File: config.mk
export PLATFORM = sky130hd
export DESIGN_NAME = pattern_gen_flat
export DESIGN_NICKNAME = d
export VERILOG_FILES = /design/src/rtl/pattern_gen_pkg.sv /design/src/rtl/pattern_gen_if.sv /design/src/rtl/pattern_gen_timing.sv /design/src/rtl/pattern_gen.sv /design/src/flat_wrapper.sv
export SDC_FILE = /design/constraint.sdc
export NUM_CORES = 1
export LEC_CHECK = 0
export ABC_AREA = 1
export BUFFER_PORTS_ARGS = -buffer_cell sky130_fd_sc_hd__buf_4
export CORE_MARGIN = 8
export CORE_UTILIZATION = 60
export CTS_CLUSTER_DIAMETER = 40
export DETAILED_ROUTE_END_ITERATION = 7
export GPL_TIMING_DRIVEN = 0
export PLACE_DENSITY_LB_ADDON = 0.2
export RECOVER_POWER = 25
export SLEW_MARGIN = 15
export SYNTH_ARGS = -nofsm -noshare
export SYNTH_HDL_FRONTEND = slang
export SYNTH_SLANG_ARGS = --single-unit
export TNS_END_PERCENT = 20
File: constraint.sdc
create_clock -name CLK -period 3.1 [get_ports CLK]
set_clock_uncertainty 0.05 [all_clocks]
set_input_delay 0.31 -clock CLK [delete_from_list [all_inputs] [get_ports CLK]]
set_output_delay 0.31 -clock CLK [all_outputs]
set_load 0.05 [all_outputs]
File: src/rtl/pattern_gen_pkg.sv
// Shared types and elaboration helpers for the test-pattern generator.
package pattern_pkg;

  typedef enum logic [1:0] {
    MODE_BARS  = 2'd0,
    MODE_CHECK = 2'd1,
    MODE_RAMP  = 2'd2,
    MODE_SOLID = 2'd3
  } mode_e;

  // Total period of a line or frame: active + front + sync + back.
  function automatic int period(input int act, input int front, input int sync, input int back);
    return act + front + sync + back;
  endfunction

  // Counter width able to hold 0..n-1, never narrower than one bit.
  function automatic int cnt_w(input int n);
    return (n < 2) ? 1 : $clog2(n);
  endfunction

endpackage

File: src/rtl/pattern_gen_if.sv
// Control inputs and video outputs of the pattern generator, grouped as one bundle.
interface pattern_gen_if import pattern_pkg::*; #(parameter int BPC = 8);
  mode_e            MODE;
  logic             SCROLL_EN;
  logic [3*BPC-1:0] SOLID_RGB;
  logic [BPC-1:0]   VGA_R;
  logic [BPC-1:0]   VGA_G;
  logic [BPC-1:0]   VGA_B;
  logic             VGA_HS;
  logic             VGA_VS;
  logic             VGA_DE;
  logic             FRAME_START;

  modport master (
    input  MODE, SCROLL_EN, SOLID_RGB,
    output VGA_R, VGA_G, VGA_B, VGA_HS, VGA_VS, VGA_DE, FRAME_START
  );

  modport slave (
    output MODE, SCROLL_EN, SOLID_RGB,
    input  VGA_R, VGA_G, VGA_B, VGA_HS, VGA_VS, VGA_DE, FRAME_START
  );
endinterface

File: src/rtl/pattern_gen_timing.sv
// Raster timing: h/v counters plus combinational decode of active, sync windows and strobes.
module pattern_timing import pattern_pkg::*; #(
  parameter int HACTIVE = 640,
  parameter int HFRONT  = 16,
  parameter int HSYNC   = 96,
  parameter int HBACK   = 48,
  parameter int VACTIVE = 480,
  parameter int VFRONT  = 10,
  parameter int VSYNC   = 2,
  parameter int VBACK   = 33
) (
  input  logic CLK,
  input  logic RST,
  output logic active,
  output logic hsync,
  output logic vsync,
  output logic frame,
  output logic line_start,
  output logic line_end,
  output logic frame_end
);

  localparam int HTOT = period(HACTIVE, HFRONT, HSYNC, HBACK);
  localparam int VTOT = period(VACTIVE, VFRONT, VSYNC, VBACK);
  localparam int HW   = cnt_w(HTOT);
  localparam int VW   = cnt_w(VTOT);

  logic [HW-1:0] hcnt;
  logic [VW-1:0] vcnt;

  always_ff @(posedge CLK) begin
    if (RST) begin
      hcnt <= '0;
      vcnt <= '0;
    end else if (line_end) begin
      hcnt <= '0;
      vcnt <= frame_end ? '0 : vcnt + 1'b1;
    end else begin
      hcnt <= hcnt + 1'b1;
    end
  end

  // int casts keep the window bounds safe when a total is a power of two
  always_comb begin
    line_start = (hcnt == '0);
    line_end   = (int'(hcnt) == HTOT - 1);
    frame_end  = line_end && (int'(vcnt) == VTOT - 1);
    frame      = line_start && (vcnt == '0);
    active     = (int'(hcnt) < HACTIVE) && (int'(vcnt) < VACTIVE);
    hsync      = (int'(hcnt) >= HACTIVE + HFRONT) && (int'(hcnt) < HACTIVE + HFRONT + HSYNC);
    vsync      = (int'(vcnt) >= VACTIVE + VFRONT) && (int'(vcnt) < VACTIVE + VFRONT + VSYNC);
  end

endmodule

File: src/rtl/pattern_gen.sv
// Test-pattern generator: scroll offset, incremental pattern counters and the output register.
module pattern_gen import pattern_pkg::*; #(
  parameter int HACTIVE  = 640,
  parameter int HFRONT   = 16,
  parameter int HSYNC    = 96,
  parameter int HBACK    = 48,
  parameter int VACTIVE  = 480,
  parameter int VFRONT   = 10,
  parameter int VSYNC    = 2,
  parameter int VBACK    = 33,
  parameter bit SYNC_POL = 1'b0,
  parameter int BPC      = 8,
  parameter int NBARS    = 8,
  parameter int BAND_H   = 120,
  parameter int CELL     = 32
) (
  input  logic         CLK,
  input  logic         RST,
  pattern_gen_if.master bus
);

  localparam int BAR_W = HACTIVE / NBARS;
  localparam int XW    = cnt_w(HACTIVE);
  localparam int BIW   = cnt_w(NBARS);
  localparam int BPW   = cnt_w(BAR_W);
  localparam int CW    = cnt_w(CELL);
  localparam int BHW   = cnt_w(BAND_H);

  // Horizontal pattern position for one x' value; the scroll offset uses the same form.
  typedef struct packed {
    logic [XW-1:0]  xp;
    logic [BIW-1:0] bar_idx;
    logic [BPW-1:0] bar_px;
    logic [CW-1:0]  cell_px;
    logic           cell_f;
    logic [BPC-1:0] ramp;
  } hpos_t;

  function automatic hpos_t hpos_inc(input hpos_t h);
    hpos_t n;
    n = '0;
    if (int'(h.xp) != HACTIVE - 1) begin
      n.xp      = h.xp + 1'b1;
      n.ramp    = h.ramp + 1'b1;
      n.bar_idx = h.bar_idx;
      n.bar_px  = h.bar_px + 1'b1;
      if (int'(h.bar_px) == BAR_W - 1) begin
        n.bar_px  = '0;
        n.bar_idx = h.bar_idx + 1'b1;
      end
      n.cell_f  = h.cell_f;
      n.cell_px = h.cell_px + 1'b1;
      if (int'(h.cell_px) == CELL - 1) begin
        n.cell_px = '0;
        n.cell_f  = ~h.cell_f;
      end
    end
    return n;
  endfunction

  logic active, hsync, vsync, frame, line_start, line_end, frame_end;

  pattern_timing #(
    .HACTIVE(HACTIVE), .HFRONT(HFRONT), .HSYNC(HSYNC), .HBACK(HBACK),
    .VACTIVE(VACTIVE), .VFRONT(VFRONT), .VSYNC(VSYNC), .VBACK(VBACK)
  ) u_timing (
    .CLK(CLK), .RST(RST),
    .active(active), .hsync(hsync), .vsync(vsync), .frame(frame),
    .line_start(line_start), .line_end(line_end), .frame_end(frame_end)
  );

  hpos_t            off, off_cur, pos, pos_cur;
  mode_e            mode_q, mode_cur;
  logic [3*BPC-1:0] solid_q, solid_cur, rgb;
  logic [BHW-1:0]   band_cnt;
  logic             band_f;
  logic [CW-1:0]    vcell_cnt;
  logic             vcell_f;
  logic [2:0]       bar_c;

  // On the boundary cycle the freshly latched values already drive pixel (0,0).
  always_comb begin
    off_cur   = (frame && bus.SCROLL_EN) ? hpos_inc(off) : off;
    pos_cur   = line_start ? off_cur : pos;
    mode_cur  = frame ? bus.MODE : mode_q;
    solid_cur = frame ? bus.SOLID_RGB : solid_q;
  end

  always_comb begin
    bar_c = band_f ? 3'(int'(pos_cur.bar_idx))
                   : 3'(NBARS - 1 - int'(pos_cur.bar_idx));
    rgb = '0;
    case (mode_cur)
      MODE_BARS:  rgb = {{BPC{bar_c[2]}}, {BPC{bar_c[1]}}, {BPC{bar_c[0]}}};
      MODE_CHECK: rgb = (pos_cur.cell_f ^ vcell_f) ? '0 : '1;
      MODE_RAMP:  rgb = {3{pos_cur.ramp}};
      MODE_SOLID: rgb = solid_cur;
      default:    rgb = '0;
    endcase
    if (!active) rgb = '0;
  end

  always_ff @(posedge CLK) begin
    if (RST) begin
      off             <= '0;
      pos             <= '0;
      mode_q          <= MODE_BARS;
      solid_q         <= '0;
      band_cnt        <= '0;
      band_f          <= 1'b0;
      vcell_cnt       <= '0;
      vcell_f         <= 1'b0;
      bus.VGA_R       <= '0;
      bus.VGA_G       <= '0;
      bus.VGA_B       <= '0;
      bus.VGA_DE      <= 1'b0;
      bus.VGA_HS      <= ~SYNC_POL;
      bus.VGA_VS      <= ~SYNC_POL;
      bus.FRAME_START <= 1'b0;
    end else begin
      off <= off_cur;
      pos <= hpos_inc(pos_cur);
      if (frame) begin
        mode_q  <= bus.MODE;
        solid_q <= bus.SOLID_RGB;
      end
      // vertical band/cell state steps per line and restarts with each frame
      if (frame_end) begin
        band_cnt  <= '0;
        band_f    <= 1'b0;
        vcell_cnt <= '0;
        vcell_f   <= 1'b0;
      end else if (line_end) begin
        if (int'(band_cnt) == BAND_H - 1) begin
          band_cnt <= '0;
          band_f   <= ~band_f;
        end else begin
          band_cnt <= band_cnt + 1'b1;
        end
        if (int'(vcell_cnt) == CELL - 1) begin
          vcell_cnt <= '0;
          vcell_f   <= ~vcell_f;
        end else begin
          vcell_cnt <= vcell_cnt + 1'b1;
        end
      end
      bus.VGA_R       <= rgb[3*BPC-1:2*BPC];
      bus.VGA_G       <= rgb[2*BPC-1:BPC];
      bus.VGA_B       <= rgb[BPC-1:0];
      bus.VGA_DE      <= active;
      bus.VGA_HS      <= hsync ? SYNC_POL : ~SYNC_POL;
      bus.VGA_VS      <= vsync ? SYNC_POL : ~SYNC_POL;
      bus.FRAME_START <= frame;
    end
  end

endmodule

File: src/flat_wrapper.sv
// flat-port wrapper written by rule: the top's interface ports become plain ports
module pattern_gen_flat import pattern_pkg::*;
#(
  parameter int HACTIVE  = 640,
  parameter int HFRONT   = 16,
  parameter int HSYNC    = 96,
  parameter int HBACK    = 48,
  parameter int VACTIVE  = 480,
  parameter int VFRONT   = 10,
  parameter int VSYNC    = 2,
  parameter int VBACK    = 33,
  parameter bit SYNC_POL = 1'b0,
  parameter int BPC      = 8,
  parameter int NBARS    = 8,
  parameter int BAND_H   = 120,
  parameter int CELL     = 32
)
  (CLK, RST, bus_MODE, bus_SCROLL_EN, bus_SOLID_RGB, bus_VGA_R, bus_VGA_G, bus_VGA_B, bus_VGA_HS, bus_VGA_VS, bus_VGA_DE, bus_FRAME_START);
  pattern_gen_if #(.BPC(BPC)) bus_i ();
  input  logic CLK;
  input  logic RST;
  input wire logic [$bits(bus_i.MODE)-1:0] bus_MODE;
  input wire logic [$bits(bus_i.SCROLL_EN)-1:0] bus_SCROLL_EN;
  input wire logic [$bits(bus_i.SOLID_RGB)-1:0] bus_SOLID_RGB;
  output wire logic [$bits(bus_i.VGA_R)-1:0] bus_VGA_R;
  output wire logic [$bits(bus_i.VGA_G)-1:0] bus_VGA_G;
  output wire logic [$bits(bus_i.VGA_B)-1:0] bus_VGA_B;
  output wire logic [$bits(bus_i.VGA_HS)-1:0] bus_VGA_HS;
  output wire logic [$bits(bus_i.VGA_VS)-1:0] bus_VGA_VS;
  output wire logic [$bits(bus_i.VGA_DE)-1:0] bus_VGA_DE;
  output wire logic [$bits(bus_i.FRAME_START)-1:0] bus_FRAME_START;
  assign bus_i.MODE = bus_MODE;
  assign bus_i.SCROLL_EN = bus_SCROLL_EN;
  assign bus_i.SOLID_RGB = bus_SOLID_RGB;
  assign bus_VGA_R = bus_i.VGA_R;
  assign bus_VGA_G = bus_i.VGA_G;
  assign bus_VGA_B = bus_i.VGA_B;
  assign bus_VGA_HS = bus_i.VGA_HS;
  assign bus_VGA_VS = bus_i.VGA_VS;
  assign bus_VGA_DE = bus_i.VGA_DE;
  assign bus_FRAME_START = bus_i.FRAME_START;
  pattern_gen #(.HACTIVE(HACTIVE), .HFRONT(HFRONT), .HSYNC(HSYNC), .HBACK(HBACK), .VACTIVE(VACTIVE), .VFRONT(VFRONT), .VSYNC(VSYNC), .VBACK(VBACK), .SYNC_POL(SYNC_POL), .BPC(BPC), .NBARS(NBARS), .BAND_H(BAND_H), .CELL(CELL)) u_core (.CLK(CLK), .RST(RST), .bus(bus_i));
endmodule
==> impl_metrics.yaml <==
global_routing:
  grtUsageMet1_pct: 30.4
  met3_usage_pct: 5.14
  grt_pass1_vias: 7291
  grt_use_total_pct: 24.4
  use_met2_pct: 40.3
  antenna_found_initial: 0
  grt_pass1_wl_um: 34900
  grt_max_degree: 17
  grt_overflow: 0
  busiest_layer: "met2"
timing:
  setup_violations: 0
  worst_pin_slew_ps: 678
  rsz0062_at_grt: "true"
  drv_slew: 0
  post-route-period-util_pct: 95.7
  max_freq_ghz: 0.337
  period_needed_ps: 2970
  hold_violations: 0
  relSlewSlack_pct: 54.8
critical_path:
  path_class: "flop to flop"
  cp_slowest_cell: "dfxtp_1"
  crit_buf_inv: 6
  cp_max_fo: 10
  cpMostUsedCell: "inv_1"
  path_cells: "inv_1, ha_1, inv_1, nor2_2, nand3_2, nor2_4, nand3_4, buf_6, o21ai_1, inv_1, o21ai_4, ha_2, nand3_1, nor2_4, buf_4, xor2_1, inv_1, nor2_1"
  start_kind: "flop"
  path_delay_family: "simple AND/OR/NAND/NOR gates"
  end_kind: "flop"
  cp.required_ps: 3420
  arrival_ps: 3290
  cpPeakStageDelay_ps: 320
cells_and_area:
  stdcell_count: 1433
  fill_cells: 1081
  syn_to_final_growth_pct: 16.3
  fin_nets: 1292
  drive_above_1_share_pct: 14.7
  diodes: 0
status:
  outcome: "finished, final reports clean"
cts:
  cts_buffers: 17
  cts_buffer_depth: 2
  cts_sinks: 156
  htreeDepth: 4
  clkTransAtPathRegs_ps: 70
  hold_buffers: 0
  cts_tree: "yes"
  insertion_delay_ps: 430
  cts_root_buffer: "clkbuf_16"
route:
  vias_per_cell: 5.48
  wire_per_inst_um: 15.0
  wl_um: 21400
  drc_errors: 0
  vias: 7849
  route.antenna.remaining_nets: 0
  drtIter0Drc: 765
  dr.pass1.iters: 6
yosys:
  syn-instance-count: 1153
  synth-seq-cells: 156
  yosysWarnings: 0
  synth_cell_type_count: 42
  syn_area_sq_um: 8070
  syn_nets: 1201
  avgSynthCellArea_sq_um: 7.00
  seq_area_frac_synth_pct: 38.7
floorplanning:
  die_w_um: 132
  fp.dieH_um: 132
  rows: 42
  pin_count: 57
  die_area_sq_um: 17400
  initial_core_util_pct: 61.1
  core_area_sq_um: 13200
hold_path:
  hp-class: "input pin to flop"
pwr:
  power_frac_seq_pct: 40.0
  p_int_w: 0.00367
  sw_frac_of_total_pct: 35.0
  finalPower_w: 0.00565
  power_frac_comb_pct: 25.1
  p_sw_w: 0.00198
  irDropWorstVdd_uv: 399
  power.leakage_nw: 4.25
  p_clk_share_pct: 34.9
  power_density_nw_per_um2: 602
job:
  maxCapViolCount: 0
place:
  gp_routability_congestion: 0.900
  io_buffers: 56
  place_inst: 1385
  hpwlAfterDp_um: 15200
## path summary, 6_finish.rpt
kind	from	to	slack, ps	depth (start not counted)
worst max register to register	u_core.u_timing.vcnt[0]	u_core.pos[18]	130	18
worst min register to register	u_core.u_timing.hcnt[0]	u_core.u_timing.hcnt[0]	400	1
worst min-delay path	bus_SOLID_RGB[8]	u_core.solid_q[8]	80	3
worst max-delay path	u_core.u_timing.vcnt[0]	u_core.pos[18]	130	18
## cells in the final DEF, fill, tap and decap left out, drive strengths merged, types with 3 or more instances in the layout
master,netlist,final
or2,16,16
xor2,17,17
ha,19,19
nand3,101,101
nor3,27,27
nand2,287,287
nor2,207,207
buf,20,64
clkbuf,14,59
o21ai,50,50
clkinv,1,4
xnor2,6,6
nand4,18,18
dfxtp,156,156
inv,113,123
and3,3,3
mux2i,18,18
a21oi,65,65
## metal layers
layer  share of wire (%)  vias to the layer above
met4                 2.1                        0
met3                 7.5                       44
met1                  43                     3620
li1                    -                     3891
met5                   0                        -
met2                  48                      294
## through the flow
| step | area (sq um) | worst slack [ps] | utilization, % | hold slack [ps] | TNS, ps |
|---|---|---|---|---|---|
| floorplan | 8070 | 551 | - | 367 | 0 |
| global placement | 8710 | -112 | 66.0 | 379 | -549 |
| detailed placement | 8710 | -180 | 66.0 | 396 | -801 |
| CTS | 9290 | 8.88 | 70.4 | 76.0 | 0 |
| global route | 9380 | -15.1 | 71.1 | 91.5 | -53.2 |
| finish | 9380 | 134 | 71.1 | 77.6 | 0 |
## power by group through the flow
stage	Sequential, W	Clock [W]	Combinational (W)
final	0.00226	0.00197	0.00142
after global routing	0.00227	0.00208	0.00155
after CTS	0.00226	0.00199	0.00141
after detailed placement	0.00230	0	0.00138
after global placement	0.00229	0	0.00137
after floorplan	0.00253	0	0.000771
## cell type report
type	count	area, sq um	share of cell area [%]
repair buffers	72	448	4.77
clock buffers	17	425	4.53
well taps	176	220	2.35
plain buffers	34	214	2.28
clock inverters	15	125	1.33
multi-input cells	849	4400	46.9
inverters	114	430	4.59
flip-flops and latches	156	3120	33.3
## flip-flops by register name (all words and copies together), names as in the netlist
register,flops
u_core.mode_q,2
u_core.solid_q,24
u_core.bus.VGA_HS,1
u_core.bus.VGA_DE,1
u_core.bus.FRAME_START,1
u_core.band_cnt,7
u_core.bus.VGA_R,8
u_core.bus.VGA_B,8
u_core.off,34
u_core.u_timing.vcnt,10
u_core.u_timing.hcnt,10
u_core.band_f,1
u_core.bus.VGA_G,8
u_core.bus.VGA_VS,1
u_core.vcell_cnt,5
u_core.pos,34
u_core.vcell_f,1
## tightest hold or removal path, cell delays in order
cell and delay, ps:
buf_4 80, mux2i_1 60, nor2_1 80
## what timing repair did
item                       CTS  global route
pin swaps                    1             7
setup buffers                1            15
resized for setup            7            21
gates cloned                 0             0
setup endpoints to repair    5            32
## cells by family after synthesis
| logic type | synth area share, % |
|---|---|
| compound gates | 8.92 |
| xor+xnor | 2.50 |
| fa+ha+maj | 2.95 |
| buf+inv | 7.73 |
| flops | 38.7 |
| mux | 2.23 |
| simple gates | 37.0 |
## synthesized netlist by cell type, drive strengths merged
cell / instances / area [sq um]
a2111oi: 1 / 8.76
a211oi: 1 / 7.51
a21oi: 65 / 370
a31oi: 2 / 12.5
and3: 3 / 18.8
buf: 20 / 143
clkbuf: 14 / 52.6
clkinv: 1 / 3.75
dfxtp: 156 / 3120
ha: 19 / 238
inv: 113 / 424
mux2i: 18 / 180
nand2: 287 / 1120
nand3: 101 / 561
nand3b: 2 / 15.0
nand4: 18 / 113
nor2: 207 / 883
nor3: 27 / 158
nor3b: 2 / 15.0
o2111ai: 1 / 8.76
o211ai: 1 / 7.51
o21ai: 50 / 265
o21bai: 2 / 15.0
o31ai: 2 / 15.0
o32ai: 1 / 8.76
or2: 16 / 100
xnor2: 6 / 52.6
xor2: 17 / 149
Note: power is estimated with default switching activity, not from simulation.
